## config.mk

```make
export PLATFORM = sky130hd
export DESIGN_NAME = oled_pwr_seq
export DESIGN_NICKNAME = d
export VERILOG_FILES = /design/src/rtl/oled_pkg.sv /design/src/rtl/oled_delay_timer.sv /design/src/rtl/oled_pwr_seq.sv
export SDC_FILE = /design/constraint.sdc
export NUM_CORES = 1
export LEC_CHECK = 0
export ABC_CLOCK_PERIOD_IN_PS = 8600
export BUFFER_PORTS_ARGS = -buffer_cell sky130_fd_sc_hd__buf_2
export CAP_MARGIN = 20
export CELL_PAD_IN_SITES_DETAIL_PLACEMENT = 1
export CELL_PAD_IN_SITES_GLOBAL_PLACEMENT = 1
export CORE_MARGIN = 8
export CORE_UTILIZATION = 50
export CTS_CLUSTER_SIZE = 12
export DETAILED_ROUTE_END_ITERATION = 6
export GPL_TIMING_DRIVEN = 1
export HOLD_SLACK_MARGIN = 0.02
export PLACE_DENSITY_LB_ADDON = 0.1
export SYNTH_ARGS = -nofsm -noshare
export SYNTH_HDL_FRONTEND = slang
export SYNTH_SLANG_ARGS = --single-unit
```

## constraint.sdc

```tcl
create_clock -name clock -period 8.6 [get_ports clock]
set_input_delay 1.29 -clock clock [delete_from_list [all_inputs] [get_ports clock]]
set_output_delay 1.29 -clock clock [all_outputs]
set_load 0.01 [all_outputs]
```

## src/rtl/oled_pkg.sv

```systemverilog
// Shared types and constants for the SSD1306-class OLED power-up sequencer.
// Holds the step opcodes, pin selects, step-entry struct, FSM states,
// SSD1306 command bytes and the 19-entry init ROM.
package oled_pkg;

  localparam int unsigned NUM_STEPS = 19;
  localparam int unsigned STEP_W    = 5;

  // SSD1306 command bytes used during init
  localparam logic [7:0] CMD_DISPLAY_OFF   = 8'hAE;
  localparam logic [7:0] CMD_CHARGE_PUMP   = 8'h8D;
  localparam logic [7:0] CMD_CP_ENABLE     = 8'h14;
  localparam logic [7:0] CMD_PRECHARGE     = 8'hD9;
  localparam logic [7:0] CMD_PRECHARGE_VAL = 8'hF1;
  localparam logic [7:0] CMD_SEG_REMAP     = 8'hA1;
  localparam logic [7:0] CMD_COM_SCAN_DEC  = 8'hC8;
  localparam logic [7:0] CMD_COM_PINS      = 8'hDA;
  localparam logic [7:0] CMD_COM_PINS_VAL  = 8'h20;
  localparam logic [7:0] CMD_DISPLAY_ON    = 8'hAF;

  typedef enum logic [2:0] {
    OpSet,
    OpWaitS,
    OpWaitL,
    OpSend,
    OpEnd
  } op_e;

  typedef enum logic [1:0] {
    PinVdd,
    PinRes,
    PinVbat
  } pin_e;

  // pin/level are used by OpSet, data by OpSend; other fields are don't-care
  typedef struct packed {
    op_e        op;
    pin_e       pin;
    logic       level;
    logic [7:0] data;
  } step_t;

  typedef enum logic [2:0] {
    StIdle,
    StFetch,
    StWait,
    StSend,
    StGap,
    StDone
  } state_e;

  localparam step_t INIT_ROM [NUM_STEPS] = '{
    '{OpSet,   PinVdd,  1'b0, 8'h00},
    '{OpWaitS, PinVdd,  1'b0, 8'h00},
    '{OpSend,  PinVdd,  1'b0, CMD_DISPLAY_OFF},
    '{OpSet,   PinRes,  1'b0, 8'h00},
    '{OpWaitS, PinVdd,  1'b0, 8'h00},
    '{OpSet,   PinRes,  1'b1, 8'h00},
    '{OpWaitS, PinVdd,  1'b0, 8'h00},
    '{OpSend,  PinVdd,  1'b0, CMD_CHARGE_PUMP},
    '{OpSend,  PinVdd,  1'b0, CMD_CP_ENABLE},
    '{OpSend,  PinVdd,  1'b0, CMD_PRECHARGE},
    '{OpSend,  PinVdd,  1'b0, CMD_PRECHARGE_VAL},
    '{OpSet,   PinVbat, 1'b0, 8'h00},
    '{OpWaitL, PinVdd,  1'b0, 8'h00},
    '{OpSend,  PinVdd,  1'b0, CMD_SEG_REMAP},
    '{OpSend,  PinVdd,  1'b0, CMD_COM_SCAN_DEC},
    '{OpSend,  PinVdd,  1'b0, CMD_COM_PINS},
    '{OpSend,  PinVdd,  1'b0, CMD_COM_PINS_VAL},
    '{OpSend,  PinVdd,  1'b0, CMD_DISPLAY_ON},
    '{OpEnd,   PinVdd,  1'b0, 8'h00}
  };

endpackage

```

## src/rtl/oled_delay_timer.sv

```systemverilog
// Inter-step delay timer for the OLED sequencer.
// Ports:
//   clock, reset  - system clock, synchronous active-high reset
//   delay_en      - count while high; counter clears whenever low
//   delay_sel     - 0: short wait, 1: long wait
//   delay_done    - high in the DLY-th cycle of continuous enable
// The counter saturates at its terminal count, so it never wraps mid-wait.
module oled_delay_timer #(
  parameter int unsigned DLY_SHORT_CYC = 200000,
  parameter int unsigned DLY_LONG_CYC  = 10000000,
  parameter int unsigned DLY_W         = 24
) (
  input  logic clock,
  input  logic reset,
  input  logic delay_en,
  input  logic delay_sel,
  output logic delay_done
);

  localparam logic [DLY_W-1:0] SHORT_TC = DLY_W'(DLY_SHORT_CYC - 1);
  localparam logic [DLY_W-1:0] LONG_TC  = DLY_W'(DLY_LONG_CYC - 1);

  logic [DLY_W-1:0] cnt_q, cnt_d;
  logic [DLY_W-1:0] tc;

  always_comb begin
    tc    = delay_sel ? LONG_TC : SHORT_TC;
    cnt_d = cnt_q;
    if (!delay_en) begin
      cnt_d = '0;
    end else if (cnt_q < tc) begin
      cnt_d = cnt_q + DLY_W'(1);
    end
    // Cycle 1 of enable sees count 0, so cycle DLY sees the terminal count
    delay_done = delay_en && (cnt_q == tc);
  end

  always_ff @(posedge clock) begin
    if (reset) begin
      cnt_q <= '0;
    end else begin
      cnt_q <= cnt_d;
    end
  end

endmodule

```

## src/rtl/oled_pwr_seq.sv

```systemverilog
// Power-up and initialisation sequencer for an SSD1306-class OLED panel.
// Walks the init ROM: drives the supply/reset pins, waits with the delay
// timer, and pushes command bytes through the SPI byte-sender.
// Ports:
//   clock, reset  - system clock, synchronous active-high reset
//   start         - begins the sequence when sampled high in idle
//   spi_data/load - command byte and request to the SPI sender
//   spi_done      - one-cycle pulse when the byte has been shifted out
//   oled_dc       - data/command select, always command (0)
//   oled_res_n, oled_vdd_n, oled_vbat_n - panel pins, active low
//   busy          - sequence in progress
//   init_done     - sequence complete, sticky until reset
module oled_pwr_seq
  import oled_pkg::*;
#(
  parameter int unsigned DLY_SHORT_CYC = 200000,
  parameter int unsigned DLY_LONG_CYC  = 10000000,
  parameter int unsigned DLY_W         = 24
) (
  input  logic       clock,
  input  logic       reset,
  input  logic       start,
  output logic [7:0] spi_data,
  output logic       spi_load,
  input  logic       spi_done,
  output logic       oled_dc,
  output logic       oled_res_n,
  output logic       oled_vdd_n,
  output logic       oled_vbat_n,
  output logic       busy,
  output logic       init_done
);

  state_e              state_q, state_d;
  logic [STEP_W-1:0]   step_q, step_d;
  logic [7:0]          spi_data_q, spi_data_d;
  logic                spi_load_q, spi_load_d;
  logic                res_n_q, res_n_d;
  logic                vdd_n_q, vdd_n_d;
  logic                vbat_n_q, vbat_n_d;
  logic                busy_q, busy_d;
  logic                init_done_q, init_done_d;

  step_t entry;
  logic  delay_en;
  logic  delay_sel;
  logic  delay_done;

  assign entry = INIT_ROM[step_q];

  oled_delay_timer #(
    .DLY_SHORT_CYC (DLY_SHORT_CYC),
    .DLY_LONG_CYC  (DLY_LONG_CYC),
    .DLY_W         (DLY_W)
  ) u_delay_timer (
    .clock      (clock),
    .reset      (reset),
    .delay_en   (delay_en),
    .delay_sel  (delay_sel),
    .delay_done (delay_done)
  );

  always_comb begin
    state_d     = state_q;
    step_d      = step_q;
    spi_data_d  = spi_data_q;
    spi_load_d  = spi_load_q;
    res_n_d     = res_n_q;
    vdd_n_d     = vdd_n_q;
    vbat_n_d    = vbat_n_q;
    busy_d      = busy_q;
    init_done_d = init_done_q;

    // Step index is frozen during a wait, so the ROM entry selects the length
    delay_en  = (state_q == StWait);
    delay_sel = (entry.op == OpWaitL);

    unique case (state_q)
      StIdle: begin
        if (start) begin
          state_d = StFetch;
          step_d  = '0;
          busy_d  = 1'b1;
        end
      end

      StFetch: begin
        case (entry.op)
          OpSet: begin
            case (entry.pin)
              PinVdd:  vdd_n_d  = entry.level;
              PinRes:  res_n_d  = entry.level;
              PinVbat: vbat_n_d = entry.level;
              default: ;
            endcase
            step_d = step_q + STEP_W'(1);
          end
          OpWaitS, OpWaitL: begin
            state_d = StWait;
          end
          OpSend: begin
            spi_data_d = entry.data;
            spi_load_d = 1'b1;
            state_d    = StSend;
          end
          default: begin
            // OpEnd, and any unused encoding, finishes the sequence
            state_d     = StDone;
            busy_d      = 1'b0;
            init_done_d = 1'b1;
          end
        endcase
      end

      StWait: begin
        if (delay_done) begin
          step_d  = step_q + STEP_W'(1);
          state_d = StFetch;
        end
      end

      StSend: begin
        if (spi_done) begin
          spi_load_d = 1'b0;
          state_d    = StGap;
        end
      end

      StGap: begin
        // One cycle with load low so the sender sees a fresh request edge
        step_d  = step_q + STEP_W'(1);
        state_d = StFetch;
      end

      StDone: ;

      default: state_d = StIdle;
    endcase
  end

  always_ff @(posedge clock) begin
    if (reset) begin
      state_q     <= StIdle;
      step_q      <= '0;
      spi_data_q  <= 8'h00;
      spi_load_q  <= 1'b0;
      res_n_q     <= 1'b1;
      vdd_n_q     <= 1'b1;
      vbat_n_q    <= 1'b1;
      busy_q      <= 1'b0;
      init_done_q <= 1'b0;
    end else begin
      state_q     <= state_d;
      step_q      <= step_d;
      spi_data_q  <= spi_data_d;
      spi_load_q  <= spi_load_d;
      res_n_q     <= res_n_d;
      vdd_n_q     <= vdd_n_d;
      vbat_n_q    <= vbat_n_d;
      busy_q      <= busy_d;
      init_done_q <= init_done_d;
    end
  end

  assign spi_data    = spi_data_q;
  assign spi_load    = spi_load_q;
  assign oled_dc     = 1'b0;
  assign oled_res_n  = res_n_q;
  assign oled_vdd_n  = vdd_n_q;
  assign oled_vbat_n = vbat_n_q;
  assign busy        = busy_q;
  assign init_done   = init_done_q;

endmodule

```

* After elaboration in Yosys (flattened, before gate mapping)
Memories as Yosys holds them, arrays and structs flattened. Cells that the tools add are included.
Operators by class: $add $sub $neg 2, multiply operators 0, divide/modulo/power cells 0, magnitude comparators 2, eq/ne operators 18, shift-type cells 0, mux-type cells 18, bitwise operators 4, reductions and logical operators 19
Operator list (number):
- 2-to-1 mux 14 bit | 2
- adder 24 x 1 -> 24 bit (second input constant) | 1
- == test 24 bit | 1
- < comparator 24 bit | 1
- 2-to-1 mux 24 bit | 1
- one-hot mux 5 bit (4 select lines) | 1
- one-hot mux 3 bit (6 select lines) | 1
- 2-to-1 mux 5 bit | 3
- AND reduction 3 bit | 5
- == test 3 x 2 -> 1 bit (second input constant) | 4
- != test 2 bit (second input constant) | 6
- 2-to-1 mux 3 bit | 3
- one-hot mux 3 bit (3 select lines) | 1
- == test 3 x 1 -> 1 bit (second input constant) | 2
- == test 3 bit (second input constant) | 2
- greater-or-equal comparator 6 bit (second input constant) | 1
- zero test 3 bit | 2
- inverter 5 -> 6 bit | 1
- adder 5 x 1 -> 5 bit (second input constant) | 1
- AND reduction 5 bit | 1
- 2-to-1 mux 1 bit | 4
- one-hot mux 1 bit (2 select lines) | 2
- AND reduction 2 bit | 2
- AND reduction 4 bit | 1
- 10 further kinds | 14
Word-level totals: register bits after elaboration 46, bits in latches 0, bits in writable memories 0, memory bits (read-only) 448, input port bits 4, output and inout port bits 15, word-level logic and storage cells 74, memories 1
Memories:
- (name not given) | words 32, width 14, rd ports 1, clocked after Yosys merged registers in 0, write ports 0, RTL line oled_pwr_seq.sv:49 | assign entry = INIT_ROM[step_q];

* Depth between registers and ports, before layout
depth in word-level cells 10, depth in mapped cells 15

* By module
Synthesis repeated with hierarchy kept, for this count alone.
Unflattened totals: cell total of the unflattened synthesis 365, area, all modules 3010.4 um^2
By module, submodules not included:
- oled_delay_timer | instances 1, cells an instance 190, area an instance 1566.5 um^2
- oled_pwr_seq | instances 1, cells an instance 175, area an instance 1443.9 um^2

* Worst setup path after synthesis
Ideal clock, no wire load.
path type register -> register, from reg step_q[1], to reg u_delay_timer.cnt_q[5], arrival 3416 ps, path slack 5114 ps, cell stages (with the launch flop) 13, buffers on the path 0, clock period less this slack 3486 ps, cells stage by stage dfxtp_1 -> inv_1 -> ha_1 -> mux2_1 -> a32o_2 -> nand2b_1 -> inv_1 -> ha_1 -> a2111oi_0 -> o311a_2 -> o221ai_4 -> or4_2 -> a21oi_1
On the way: cells in the longest elaborated chain, start to end 7
Ends and longest elaborated chain:
- from (decl) | RTL line oled_pwr_seq.sv:35 | logic [STEP_W-1:0] step_q, step_d;
- from (signal assigned) | RTL line oled_pwr_seq.sv:154 | step_q <= step_d;
- inverter 5 -> 6 bit (implied by the code) | RTL line oled_pwr_seq.sv:49
- memory (32 x 14 bit)
- 2-to-1 mux 14 bit (implied by the code) (2 in series) | RTL line oled_pwr_seq.sv:49
- == test 3 x 2 -> 1 bit | RTL line oled_pwr_seq.sv:76 | delay_sel = (entry.op == OpWaitL);
- 2-to-1 mux 24 bit | RTL line oled_delay_timer.sv:27 | tc = delay_sel ? LONG_TC : SHORT_TC;
- < comparator 24 bit | RTL line oled_delay_timer.sv:31 | end else if (cnt_q < tc) begin
- to (signal assigned) | RTL line oled_delay_timer.sv:42 | cnt_q <= cnt_d;
- to (decl) | RTL line oled_delay_timer.sv:23 | logic [DLY_W-1:0] cnt_q, cnt_d;
No other way between the ends. The select of a mux whose other input is x is not followed. A chain may end at the register's enable or synchronous reset.

* Final worst setup path
Same ends and word-level chain as after synthesis.

==> flow_summary.toml <==
[die]
die_area_sq_um = 8946
core_sq_um = 5956
ioPinCount = 19
fp.dieW_um = 94.59
die_y_um = 94.59
start_util = 0.5185
rows = 28

[placement]
post-place-cells = 433
gp_congestion = 0.8169
port_buffers = 17
dpl.hpwl_mm = 5.646

[logic_synthesis]
ys_seq_area_frac = 0.2982
syn_inst = 362
synth_fp_nets = 386
synth_edf_count = 0
ys_top_cells_by_area = "dfxtp_1 (30%), ha_1 (8.1%), a21oi_1 (4.5%), nand2_1 (4.0%), nand3_1 (3.4%)"
ys_ff_latch = 46
yosys.area.top_type = "dfxtp_1"
yosys_warnings = 0
synth.avg_cell_area_sq_um = 8.530
synth_cell_types = 72
synthArstFlopShare = 0
synth_top_area_share = 0.2982
ys.flop_type = "dfxtp_1"
syn_area_sq_um = 3088

[timing]
fmax_ghz = 0.2314
period_minus_slack_ns = 4.321
fin_setup_tns_ns = 0
rsz0062_at_grt = "no"
worst_slew_pin_slew_ns = 0.9133
hold_viol_final = 0
slew_viol_final = 0
finalClockSkew_ns = 0.009600
relSlewSlack = 0.3912
finalSetupViolations = 0
holdWs_ns = 0.4537
period_share = 0.5024

[clock_tree]
cts_setup_buffers = 0
cts_tree = "yes"
cts_sinks = 46
cts_made_buffers = 5
worstSkewPairLatency_ns = 0.30
clockRootBuffer = "clkbuf_8"
cts.repair.resized = 0
clk_path_buf_depth = 2
cts_max_level = 2
cts_hold_buf = 0
clkTransAtPathRegs_ns = 0.08

[route]
drtIter0Drc = 66
postRouteAntennaNets = 0
via_per_inst = 6.264
num_vias = 2756
wl_per_cell_um = 17.33
remaining_drc_errors = 0
drt_pass1_iterations = 4
drt_wl_total_mm = 7.625

[setup_path]
cp_max_fo = 35
cpPeakStageDelay_ns = 0.78
cp.required_ns = 8.78
path_cells = "inv_1, ha_1, mux2_1, a32o_2, nand2b_1, inv_1, ha_1, nand4b_1, or4_1, o221ai_4, or4_2, a21oi_1"
start_kind = "flop"
slowest_stage = "o221ai_4"
path_class = "flop to flop"
arrival_ns = 4.50
cp-end-kind = "flop"

[run]
drv_cap = 0

[final_layout]
final_nets = 389
fillers = 720
layoutNonFillerInstCount = 440
area_delta_synth_final_pct = 3.323
drive_gt1_frac = 0.1452
antenna_cells = 0

[power_and_ir_drop]
power_per_cell_area_nw_per_um2 = 154.8
leakagePower_nw = 1.109
pwr-share-clk = 0.258
swShare = 0.3394
seq_power_share = 0.490
total_power_w = 0.0004940
p_sw_w = 0.0001676
power.internal_w = 0.0003263
power_frac_comb = 0.251
peakVddDrop_mv = 0.08791

[global_route]
antenna_found_initial = 0
grt_usage = 0.1818
grt_max_degree = 36
grt_pass1_vias = 2804
grt-ovfl-total = 0
grt_first_pass_wirelength_mm = 13.30

[run_status]
outcome = "finished clean"

[hold_path]
hold_class = "flop to flop"
[path summary, 6_finish.rpt]
check / from / endpoint / slack (ns) / cells after the start
min: spi_data[1]$_SDFFE_PP0P_ / spi_data[1]$_SDFFE_PP0P_ / 0.45 / 2
max reg2reg: step_q[1]$_SDFFE_PP0P_ / u_delay_timer.cnt_q[5]$_SDFFE_PP0N_ / 4.28 / 12
min reg2reg: spi_data[1]$_SDFFE_PP0P_ / spi_data[1]$_SDFFE_PP0P_ / 0.45 / 2
max: step_q[1]$_SDFFE_PP0P_ / u_delay_timer.cnt_q[5]$_SDFFE_PP0N_ / 4.28 / 12
[power by group through the flow]
stage	clock (W)	combinational (W)	sequential [W]
finish	0.000128	0.000124	0.000242
global route	0.000137	0.000139	0.000245
CTS	0.000131	0.000124	0.000242
detailed placement	0	0.000124	0.000247
global placement	0	0.000122	0.000246
floorplan	0	0.000108	0.000239
[kinds of logic (layout without fill, tap and decap cells)]
| logic type | after synthesis | count (layout) | synth area share |
|---|---|---|---|
| buffers and inverters | 39 | 42 | 0.07253 |
| other | 1 | 1 | 0.001214 |
| AOI/OAI and AO/OA | 110 | 110 | 0.2674 |
| and+or+nand+nor | 140 | 140 | 0.2565 |
| adders and majority gates | 20 | 20 | 0.08104 |
| muxes | 4 | 4 | 0.01742 |
| xor gates and xnor gates | 2 | 2 | 0.005674 |
| DFF | 46 | 46 | 0.2982 |
[layout make-up]
class                           instances  area (sq um)  area share
Inverter                               17         63.81     0.02000
Tap cell                               75         93.84     0.02941
Clock buffer                            7         76.32     0.02392
Sequential cell                        46         920.9      0.2886
Timing Repair Buffer                   18         92.59     0.02902
Multi-Input combinational cell        277          1943      0.6090
[layer usage]
metal / track usage / part of all wire
met4: 0.04941 / 0.015
met5: 0 / 0
met3: 0.03175 / 0.028
met2: 0.3221 / 0.49
met1: 0.2197 / 0.46
[metrics by stage]
step	worst slack [ns]	instance area, sq um	utilization
6_report	4.279	3191	0.5357
5_1_grt	3.983	3191	0.5357
4_1_cts	4.269	3191	0.5357
3_5_place_dp	4.298	3114	0.5229
3_3_place_gp	4.477	3114	0.5229
2_1_floorplan	5.114	3088	-
[critical path, delay by kind of cell, from the launching register on]
| kind | cells | cell delay (ns) |
|---|---|---|
| compound gates | 3 | 1.11 |
| simple gates | 4 | 1.33 |
| flops | 1 | 0.54 |
| fa+ha+maj | 2 | 0.56 |
| mux | 1 | 0.29 |
| buf+inv | 2 | 0.35 |
[cells in the mapped netlist (5+ instances only)]
library cell,number
a21oi_1,28
a21oi_2,5
a31oi_1,5
clkbuf_1,8
dfxtp_1,46
ha_1,20
inv_1,17
nand2_1,33
nand2b_1,7
nand3_1,21
nor2_1,23
o211ai_1,9
o21ai_0,10
o311ai_0,5
o31ai_1,7
or3_1,10
or4_1,9
[cells in the final DEF, fill, tap and decap left out, types with 3 or more instances in the layout]
cell      count
dfxtp_1      46
nand2_1      33
a21oi_1      28
nor2_1       23
nand3_1      21
ha_1         20
inv_1        17
buf_2        17
o21ai_0      10
or3_1        10
or4_1         9
o211ai_1      9
nand2b_1      7
o31ai_1       7
a21oi_2       5
a31oi_1       5
o311ai_0      5
clkbuf_8      5
o21ai_2       4
and3_1        4
a21o_1        4
nand4_1       3
and4_4        3
o221ai_1      3
nor4_1        3
o31ai_2       3
[state kept, by name, summed over array words and instances, names as in the netlist]
| register | cells |
|---|---|
| state_q | 3 |
| u_delay_timer.cnt_q | 24 |
| busy | 1 |
| spi_data | 8 |
| oled_vdd_n | 1 |
| init_done | 1 |
| oled_vbat_n | 1 |
| step_q | 5 |
| spi_load | 1 |
| oled_res_n | 1 |
(Power assumes the default switching activity.)
